`src/rtl/rr_mux_arbiter_4x1_pkg.sv`:
```
// Shared constants and helpers for the 4-requester mux arbiter.
// Latency: none (definitions only).
// Backpressure: n/a.
package rr_mux_arbiter_4x1_pkg;

    localparam int NUM_REQ = 4;
    localparam int SEL_W   = 2;

    // FSM encodings kept as plain constants for compatibility with older flows
    localparam logic [0:0] ST_IDLE  = 1'b0;
    localparam logic [0:0] ST_GRANT = 1'b1;

    // Convert a requester index into its one-hot grant vector
    function automatic logic [NUM_REQ-1:0] sel2onehot(input logic [SEL_W-1:0] s);
        return NUM_REQ'(1) << s;
    endfunction

endpackage

```
`src/rtl/rr_mux_arbiter_4x1_if.sv`:
```
// Bundle of request/data inputs and grant/valid-ready output of the mux arbiter.
// Latency: none (wiring only).
// Backpressure: out_ready travels master -> slave alongside the requests.
//   master : requesters + downstream consumer (drives req, din0..3, out_ready)
//   slave  : arbiter (drives gnt, sel, out_valid, dout)
interface rr_mux_arbiter_4x1_if
    import rr_mux_arbiter_4x1_pkg::*;
#(
    parameter int DATA_W = 8
) ();

    logic [NUM_REQ-1:0] req;
    logic [DATA_W-1:0]  din0;
    logic [DATA_W-1:0]  din1;
    logic [DATA_W-1:0]  din2;
    logic [DATA_W-1:0]  din3;
    logic               out_ready;
    logic [NUM_REQ-1:0] gnt;
    logic [SEL_W-1:0]   sel;
    logic               out_valid;
    logic [DATA_W-1:0]  dout;

    modport master (
        output req, din0, din1, din2, din3, out_ready,
        input  gnt, sel, out_valid, dout
    );

    modport slave (
        input  req, din0, din1, din2, din3, out_ready,
        output gnt, sel, out_valid, dout
    );

endinterface

```
`src/rtl/rr_mux_arbiter_4x1_pick.sv`:
```
// Rotating first-set picker: finds the first unmasked req starting at ptr.
// Latency: combinational.
// Backpressure: none.
//   req  : request vector       ptr : search start index
//   mask : bits excluded         any : a winner exists      idx : winner index
module rr_pick4
    import rr_mux_arbiter_4x1_pkg::*;
(
    input  logic [NUM_REQ-1:0] req,
    input  logic [SEL_W-1:0]   ptr,
    input  logic [NUM_REQ-1:0] mask,
    output logic               any,
    output logic [SEL_W-1:0]   idx
);

    logic [NUM_REQ-1:0]   w_elig;
    logic [2*NUM_REQ-1:0] w_dbl;
    logic [NUM_REQ-1:0]   w_rot;
    logic [SEL_W-1:0]     w_off;

    // Rotate so that bit 0 of w_rot corresponds to requester ptr
    assign w_elig = req & ~mask;
    assign w_dbl  = {w_elig, w_elig} >> ptr;
    assign w_rot  = w_dbl[NUM_REQ-1:0];

    always_comb begin
        w_off = '0;
        // Scan downwards so the lowest rotated position wins
        for (int k = NUM_REQ - 1; k >= 0; k--) begin
            if (w_rot[k]) begin
                w_off = SEL_W'(k);
            end
        end
    end

    assign any = |w_rot;
    assign idx = ptr + w_off;

endmodule

```
`src/rtl/rr_mux_arbiter_4x1.sv`:
```
// Round-robin arbiter sharing one 4:1 data mux, with a per-grant transfer cap.
// Latency: 1 cycle req->gnt from idle; back-to-back grants with no bubble.
// Backpressure: out_ready gates transfers; the hold count only advances on accepted beats.
//   clk, rst_n : clock, async active-low reset
//   bus.slave  : req[3:0], din0..3, out_ready in; gnt, sel, out_valid, dout out
//   Define ARB_FIXED_PRIO_EN for fixed priority (index 0 highest) instead of round-robin.
module rr_mux_arbiter_4x1
    import rr_mux_arbiter_4x1_pkg::*;
#(
    parameter int DATA_W   = 8,
    parameter int MAX_HOLD = 4
) (
    input  logic                 clk,
    input  logic                 rst_n,
    rr_mux_arbiter_4x1_if.slave  bus
);

    localparam int HOLD_W = (MAX_HOLD > 1) ? $clog2(MAX_HOLD) : 1;

    logic [0:0]          r_state;
    logic [NUM_REQ-1:0]  r_gnt;
    logic [SEL_W-1:0]    r_sel;
    logic [SEL_W-1:0]    r_ptr;
    logic [HOLD_W-1:0]   r_hold_cnt;

    logic                w_active;
    logic                w_own_req;
    logic                w_out_valid;
    logic                w_xfer;
    logic                w_hold_last;
    logic                w_rival;
    logic                w_release;
    logic [SEL_W-1:0]    w_pick_ptr;
    logic                w_pick_any;
    logic [SEL_W-1:0]    w_pick_idx;
    logic [DATA_W-1:0]   w_din_sel;

    assign w_active    = (r_state == ST_GRANT);
    assign w_own_req   = bus.req[r_sel];
    assign w_out_valid = w_active & w_own_req;
    assign w_xfer      = w_out_valid & bus.out_ready;
    assign w_hold_last = (r_hold_cnt == HOLD_W'(MAX_HOLD - 1));

`ifdef ARB_FIXED_PRIO_EN
    // Only a lower-index requester may force the holder off; ptr stays at 0
    assign w_rival    = |(bus.req & (sel2onehot(r_sel) - NUM_REQ'(1)));
    assign w_pick_ptr = r_ptr;
`else
    logic [SEL_W-1:0] w_sel_nxt;
    assign w_sel_nxt  = r_sel + SEL_W'(1);
    assign w_rival    = |(bus.req & ~sel2onehot(r_sel));
    // Idle picks resume from ptr; a releasing holder hands off starting after itself
    assign w_pick_ptr = w_active ? w_sel_nxt : r_ptr;
`endif

    assign w_release = w_active & (~w_own_req | (w_xfer & w_hold_last & w_rival));

    // r_gnt is zero when idle and the holder's bit when granted, so it doubles
    // as the "exclude the releasing requester" mask for back-to-back picks
    rr_pick4 u_pick (
        .req  (bus.req),
        .ptr  (w_pick_ptr),
        .mask (r_gnt),
        .any  (w_pick_any),
        .idx  (w_pick_idx)
    );

    always_ff @(posedge clk or negedge rst_n) begin
        if (!rst_n) begin
            r_state    <= ST_IDLE;
            r_gnt      <= '0;
            r_sel      <= '0;
            r_ptr      <= '0;
            r_hold_cnt <= '0;
        end else begin
            case (r_state)
                ST_IDLE: begin
                    if (w_pick_any) begin
                        r_state    <= ST_GRANT;
                        r_gnt      <= sel2onehot(w_pick_idx);
                        r_sel      <= w_pick_idx;
                        r_hold_cnt <= '0;
                    end
                end
                default: begin
                    if (w_release) begin
                        r_hold_cnt <= '0;
`ifndef ARB_FIXED_PRIO_EN
                        r_ptr      <= w_sel_nxt;
`endif
                        if (w_pick_any) begin
                            r_gnt <= sel2onehot(w_pick_idx);
                            r_sel <= w_pick_idx;
                        end else begin
                            r_state <= ST_IDLE;
                            r_gnt   <= '0;
                        end
                    end else if (w_xfer) begin
                        // With nobody waiting the cap does not bite; restart the count
                        r_hold_cnt <= w_hold_last ? '0 : r_hold_cnt + HOLD_W'(1);
                    end
                end
            endcase
        end
    end

    always_comb begin
        case (r_sel)
            2'd0:    w_din_sel = bus.din0;
            2'd1:    w_din_sel = bus.din1;
            2'd2:    w_din_sel = bus.din2;
            default: w_din_sel = bus.din3;
        endcase
    end

    assign bus.gnt       = r_gnt;
    assign bus.sel       = r_sel;
    assign bus.out_valid = w_out_valid;
    assign bus.dout      = w_out_valid ? w_din_sel : '0;

endmodule
```
`src/flat_wrapper.sv`:
```
// flat-port wrapper written by rule: the top's interface ports become plain ports
module rr_mux_arbiter_4x1_flat import rr_mux_arbiter_4x1_pkg::*;
#(
    parameter int DATA_W   = 8,
    parameter int MAX_HOLD = 4
)
  (clk, rst_n, bus_req, bus_din0, bus_din1, bus_din2, bus_din3, bus_out_ready, bus_gnt, bus_sel, bus_out_valid, bus_dout);
  rr_mux_arbiter_4x1_if #(.DATA_W(DATA_W)) bus_i ();
  input  logic clk;
  input  logic rst_n;
  input wire logic [$bits(bus_i.req)-1:0] bus_req;
  input wire logic [$bits(bus_i.din0)-1:0] bus_din0;
  input wire logic [$bits(bus_i.din1)-1:0] bus_din1;
  input wire logic [$bits(bus_i.din2)-1:0] bus_din2;
  input wire logic [$bits(bus_i.din3)-1:0] bus_din3;
  input wire logic [$bits(bus_i.out_ready)-1:0] bus_out_ready;
  output wire logic [$bits(bus_i.gnt)-1:0] bus_gnt;
  output wire logic [$bits(bus_i.sel)-1:0] bus_sel;
  output wire logic [$bits(bus_i.out_valid)-1:0] bus_out_valid;
  output wire logic [$bits(bus_i.dout)-1:0] bus_dout;
  assign bus_i.req = bus_req;
  assign bus_i.din0 = bus_din0;
  assign bus_i.din1 = bus_din1;
  assign bus_i.din2 = bus_din2;
  assign bus_i.din3 = bus_din3;
  assign bus_i.out_ready = bus_out_ready;
  assign bus_gnt = bus_i.gnt;
  assign bus_sel = bus_i.sel;
  assign bus_out_valid = bus_i.out_valid;
  assign bus_dout = bus_i.dout;
  rr_mux_arbiter_4x1 #(.DATA_W(DATA_W), .MAX_HOLD(MAX_HOLD)) u_core (.clk(clk), .rst_n(rst_n), .bus(bus_i));
endmodule
```
`config.mk`:
```
export PLATFORM = sky130hd
export DESIGN_NAME = rr_mux_arbiter_4x1_flat
export DESIGN_NICKNAME = d
export VERILOG_FILES = /design/src/rtl/rr_mux_arbiter_4x1_pkg.sv /design/src/rtl/rr_mux_arbiter_4x1_if.sv /design/src/rtl/rr_mux_arbiter_4x1_pick.sv /design/src/rtl/rr_mux_arbiter_4x1.sv /design/src/flat_wrapper.sv
export SDC_FILE = /design/constraint.sdc
export NUM_CORES = 1
export LEC_CHECK = 0
export CAP_MARGIN = 20
export CORE_UTILIZATION = 44
export CTS_CLUSTER_SIZE = 8
export DETAILED_ROUTE_END_ITERATION = 8
export PLACE_DENSITY = 0.91
export SETUP_SLACK_MARGIN = 0.5
export SLEW_MARGIN = 20
export SYNTH_ARGS = -nofsm -noshare
export SYNTH_HDL_FRONTEND = slang
export SYNTH_HIERARCHICAL = 1
export SYNTH_SLANG_ARGS = --single-unit
```
`constraint.sdc`:
```
create_clock -name clk -period 5.75 [get_ports clk]
set_input_delay 0.575 -clock clk [delete_from_list [all_inputs] [get_ports clk]]
set_output_delay 0.575 -clock clk [all_outputs]
set_load 0.02 [all_outputs]
```
# == After elaboration in Yosys (flattened, before gate mapping) ==
# Index checks and enable logic that the tools add are counted.
# op_classes
addsub,3
n_lt_le_gt_ge,1
n_eq_ne,5
shifts,3
muxes,24
n_bitwise,11
n_reduce_logical,7
# ops
operator,count
$mux 2,13
$pmux 8 s3,1
$mux 4,4
$and 4x4->4,2
$mux 8,1
$not 4->4,2
$reduce_or 4->1,2
$shl 1x2->4 const A,2
$shr 8x2->4,1
$reduce_and 2->1,3
$and 1x1->1,5
$add 2x1->2 const B,2
$eq 2x2->1 const B,2
$mux 1,4
$lt 2x3->1 const B,1
$ne 3x3->1 const B,1
$add 2x2->2,1
$bmux 1 s2,1
$eq 2x1->1 const B,1
$logic_not 2->1,1
$ne 2x2->1 const B,1
$reduce_bool 2->1,1
$not 1->1,1
$or 1x1->1,1
# totals
regBits,11
in_bits,39
output_inout_bits,15

# == Depth between registers and ports, before layout ==
# depth
ltp_word,12
ltp_mapped,11

# == Cells and area by module ==
# Netlist, hierarchy kept.
# modules_own_cells
mod,n_inst,cells_each,area_each_um2,seq_area_each_um2
rr_mux_arbiter_4x1,1,97,934.6,275.3
rr_pick4,1,22,188.9,0.0

# == Worst setup path after synthesis ==
# Ideal clock, no wire load.
# synth_path
kind,register -> register
startpoint,register u_core.r_sel[0] (netlist: u_core/bus.sel[0])
endpoint,register u_core.r_gnt[0] (netlist: u_core/bus.gnt[0])
setup_ns,0.078
arrival_time_ns,2.542
t_required_ns,5.672
path_slack_ns,3.130
stages_incl_launch_ff,11
n_path_buf,1
path_cell_list,dfrtp_1 nand2b_1 o21ai_0 buf_6 mux2_2 a21o_1 a32o_2 ha_1 xor2_1 or2_2 o2bb2ai_1
# synth_via
elab_chain_cells,12
# synth_lines
item,line,text
start: declaration,rr_mux_arbiter_4x1.sv:22,logic [SEL_W-1:0] r_sel;
start signal: assignment,rr_mux_arbiter_4x1.sv:81,r_sel <= w_pick_idx;
start signal: assignment,rr_mux_arbiter_4x1.sv:93,r_sel <= w_pick_idx;
$add 2x1->2 (*),rr_mux_arbiter_4x1.sv:50,assign w_sel_nxt = r_sel + SEL_W'(1);
$mux 2 (*),rr_mux_arbiter_4x1.sv:53,assign w_pick_ptr = w_active ? w_sel_nxt : r_ptr;
via u_core.w_pick_ptr[0],rr_mux_arbiter_4x1.sv:33,logic [SEL_W-1:0] w_pick_ptr;
$shr 8x2->4,rr_mux_arbiter_4x1_pick.sv:23,"assign w_dbl = {w_elig, w_elig} >> ptr;"
$mux 2 (4 in series),rr_mux_arbiter_4x1_pick.sv:30,if (w_rot[k]) begin
$add 2x2->2 (*),rr_mux_arbiter_4x1_pick.sv:37,assign idx = ptr + w_off;
via u_core.w_pick_idx[1],rr_mux_arbiter_4x1.sv:35,logic [SEL_W-1:0] w_pick_idx;
$shl 1x2->4 (*),rr_mux_arbiter_4x1_pkg.sv:15,return NUM_REQ'(1) << s;
$mux 4,rr_mux_arbiter_4x1.sv:91,if (w_pick_any) begin
$mux 4,rr_mux_arbiter_4x1.sv:86,if (w_release) begin
$mux 4 (*),rr_mux_arbiter_4x1.sv:76,case (r_state)
end signal: assignment,rr_mux_arbiter_4x1.sv:80,r_gnt <= sel2onehot(w_pick_idx);
end signal: assignment,rr_mux_arbiter_4x1.sv:92,r_gnt <= sel2onehot(w_pick_idx);
end: declaration,rr_mux_arbiter_4x1.sv:21,logic [NUM_REQ-1:0] r_gnt;
# Mark *: on every way through the listed nets, which the timed path passes. The rest lies on a longest branch. The select of a mux whose other input is x is not followed.
# A chain may end at the register's enable or synchronous reset.

# == Worst setup path after layout ==
# layout_path
startpoint,register u_core.r_state
endpoint,register u_core.r_gnt[0] (netlist: u_core/bus.gnt[0])
# layout_via
elab_chain_cells,11
# layout_lines
item,line,text
start: declaration,rr_mux_arbiter_4x1.sv:20,logic [0:0] r_state;
start signal: assignment,rr_mux_arbiter_4x1.sv:70,r_state <= ST_IDLE;
start signal: assignment,rr_mux_arbiter_4x1.sv:79,r_state <= ST_GRANT;
start signal: assignment,rr_mux_arbiter_4x1.sv:95,r_state <= ST_IDLE;
$mux 2 (*),rr_mux_arbiter_4x1.sv:53,
via u_core.w_pick_ptr[0],rr_mux_arbiter_4x1.sv:33,
$shr 8x2->4,rr_mux_arbiter_4x1_pick.sv:23,
$mux 2 (4 in series),rr_mux_arbiter_4x1_pick.sv:30,
$add 2x2->2 (*),rr_mux_arbiter_4x1_pick.sv:37,
via u_core.w_pick_idx[1],rr_mux_arbiter_4x1.sv:35,
$shl 1x2->4 (*),rr_mux_arbiter_4x1_pkg.sv:15,
$mux 4,rr_mux_arbiter_4x1.sv:91,
$mux 4,rr_mux_arbiter_4x1.sv:86,
$mux 4 (*),rr_mux_arbiter_4x1.sv:76,
# Marks and branches as above.

==> impl_metrics.tcl <==
set metrics [dict create \
    p_seq_share_pct 15.7 \
    mappedNetlistArea_mm2 0.00112 \
    path_max_fanout 9 \
    dr.first_iter.drc_count 49 \
    nets 215 \
    tns_ns 0 \
    critical_path_required_ns 5.94 \
    overflow 0 \
    worst_slew_pin_slew_ns 1.07 \
    finalSetupViolCount 0 \
    clockBufferDepth 2 \
    arrival_ns 3.31 \
    cts_resized 0 \
    avgViaCountPerCell 5.88 \
    portBuffers 53 \
    drive_gt1_share_pct 11.8 \
    timing.fmax_ghz 0.321 \
    switchingPower_uw 487 \
    numCtsBuffers 3 \
    vias 1158 \
    area_growth_pct 48.6 \
    grt_pass1_wl_um 4940 \
    p_int_uw 534 \
    clk_pin_slew_worst_paths_ns 0.07 \
    wl_um 3270 \
    diodes 0 \
    nFillCells 180 \
    hold_viol 0 \
    ant_nets 0 \
    start_util_pct 48.5 \
    swShare_pct 47.7 \
    fp-row-count 17 \
    die_area_mm2 0.00276 \
    ys_types 42 \
    ys_ff_latch 11 \
    synth_cells 119 \
    hold_slack_ns 0.511 \
    clkSinkCount 11 \
    grt_pass1_vias 1119 \
    ir_drop_v 0.000396 \
    antenna_found_initial 0 \
    start_kind "flip-flop" \
    power_density_mw_per_mm2 611 \
    syn_area_per_cell_um2 9.44 \
    drv_cap 0 \
    cp-end-kind "flip-flop" \
    wire_per_inst_um 16.6 \
    maxSlewHeadroom_pct 27.6 \
    yosysSeqAreaShare_pct 24.5 \
    synth_fp_nets 164 \
    grt.total_usage_pct 24.2 \
    gp_congestion 0.744 \
    grt_setup_unrepaired "no" \
    ioPinCount 54 \
    coreArea_mm2 0.00232 \
    cts_hold_buf 0 \
    period_minus_slack_ns 3.12 \
    p_total_uw 1020 \
    dp_hpwl_um 2570 \
    drc 0 \
    synth.yosys.warnings 6 \
    die_height_um 52.5 \
    post_cts_buffers 0 \
    worstSetupPathType "flip-flop to flip-flop" \
    hold_path_class "flip-flop to flip-flop" \
    cts_root_buffer "clkbuf_4" \
    clock_skew_ns 0.00268 \
    cts_tree "yes" \
    p_clk_share_pct 5.0 \
    p_leak_uw 0.000680 \
    grt_max_degree 18 \
    postLayoutCoreUtil_pct 72.0 \
    drtPass1Iterations 5 \
    htreeDepth 1 \
    insertion_delay_ns 0.26 \
    status "finished, final reports clean" \
    die_x_um 52.5 \
    pwr-share-comb_pct 79.3 \
    drv_slew 0 \
    period_share_pct 54.3 \
]
-- placed cells by master, fill, tap and decap left out, types with 2 or more instances in the layout --
cell type,Yosys,routed
mux2i_1,2,2
or3b_1,2,2
a222oi_1,8,8
clkbuf_4,0,3
nand3b_1,3,3
a21oi_1,10,10
a32o_1,2,2
inv_1,3,3
nor2_1,19,19
mux2_2,3,3
ha_1,6,6
nor3b_2,2,2
o2bb2ai_1,4,4
o211ai_1,2,2
clkdlybuf4s50_1,0,53
nand2b_1,8,8
mux2_4,3,3
nand2_1,2,2
dfrtp_1,11,11
a21o_1,2,2
-- worst paths after layout --
check | start | end | slack, ns | depth (start not counted)
max reg2reg | u_core/r_state$_DFF_PN0_ | u_core/bus.gnt[0]$_DFFE_PN0P_ | 2.63 | 8
max | u_core/r_state$_DFF_PN0_ | u_core/bus.gnt[0]$_DFFE_PN0P_ | 2.63 | 8
min in group asynchronous | rst_n | u_core/bus.gnt[0]$_DFFE_PN0P_ | 0.64 | 1
max in group asynchronous | rst_n | u_core/r_state$_DFF_PN0_ | 4.79 | 1
min | u_core/r_ptr[1]$_DFFE_PN0P_ | u_core/r_ptr[1]$_DFFE_PN0P_ | 0.51 | 1
min reg2reg | u_core/r_ptr[1]$_DFFE_PN0P_ | u_core/r_ptr[1]$_DFFE_PN0P_ | 0.51 | 1
-- power by group through the flow --
| stage | combinational, uW | clock, uW | sequential (uW) |
|---|---|---|---|
| after detailed placement | 804 | 0 | 162 |
| after global placement | 767 | 0 | 157 |
| final | 809 | 51.1 | 160 |
| after CTS | 809 | 52.1 | 161 |
| after floorplan | 577 | 0 | 168 |
| after global routing | 882 | 55.7 | 167 |
-- area by class of cell --
cell class	count	area, um2	share of cell area, %
Sequential cell	11	275	16.5
Clock buffer	4	26.3	1.57
Timing Repair Buffer	53	531	31.8
Inverter	4	15.0	0.900
Multi-Input combinational cell	97	787	47.2
Tap cell	28	35.0	2.10
-- cells in the mapped netlist, drive strengths merged --
cell type	number	area [um2]
or3b	2	17.5
dfrtp	11	275
nand4	1	6.26
o22ai	2	26.3
a21oi	10	50.1
clkbuf	2	8.75
or2	2	12.5
or2b	1	7.51
mux2	7	90.1
nand2	2	7.51
inv	4	15.0
xor2	1	8.76
buf	5	37.5
maj3	1	11.3
o211ai	2	15.0
and2	1	6.26
nand2b	8	50.1
nor2b	1	6.26
ha	6	75.1
a21o	2	15.0
nor3b	2	25.0
a32o	3	31.3
a2bb2oi	1	26.3
o21ai	3	26.3
nand3b	4	33.8
mux2i	2	20.0
nand3	1	5.00
nor2	19	71.3
o2bb2ai	4	35.0
a222oi	8	80.1
a41oi	1	27.5
-- per-stage QoR --
stage / setup slack (ns) / std cells / cell area (um2)
6_report: 2.63 / 197 / 1670
5_1_grt: 2.49 / 197 / 1670
4_1_cts: 2.64 / 197 / 1670
3_5_place_dp: 2.65 / 193 / 1640
3_3_place_gp: 2.75 / 193 / 1640
2_1_floorplan: 3.13 / 119 / 1120
-- routing by layer --
metal  share of wire, %  track usage [%]  vias to the layer above
met3                8.5             4.06                        2
met5                  0                0                        -
met4               0.64             7.89                        0
li1                   -                -                      557
met1                 39             25.2                      548
met2                 52             47.5                       51
-- worst max-delay path, cell delays in order (launching register included) --
cell and delay [ns]:
dfrtp_1 0.48, o21ai_0 0.89, mux2_2 0.44, a21o_1 0.16
a32o_2 0.21, ha_1 0.19, xor2_1 0.22, or2_2 0.32
o2bb2ai_1 0.13
-- registers in the layout, indices dropped and copies added, names as in the netlist --
| name | count |
|---|---|
| u_core/bus.gnt | 4 |
| u_core/bus.sel | 2 |
| u_core/r_hold_cnt | 2 |
| u_core/r_ptr | 2 |
| u_core/r_state | 1 |
-- kinds of logic after synthesis --
| kind of cell | synth area share (%) |
|---|---|
| adder cells (fa/ha/maj) | 7.68 |
| AND/OR/NAND/NOR | 22.2 |
| XOR/XNOR | 0.780 |
| buffers and inverters | 5.45 |
| flip-flops | 24.5 |
| multiplexers | 9.80 |
| AO/OA/AOI/OAI | 29.6 |
Power figures use the tool's default switching activity.
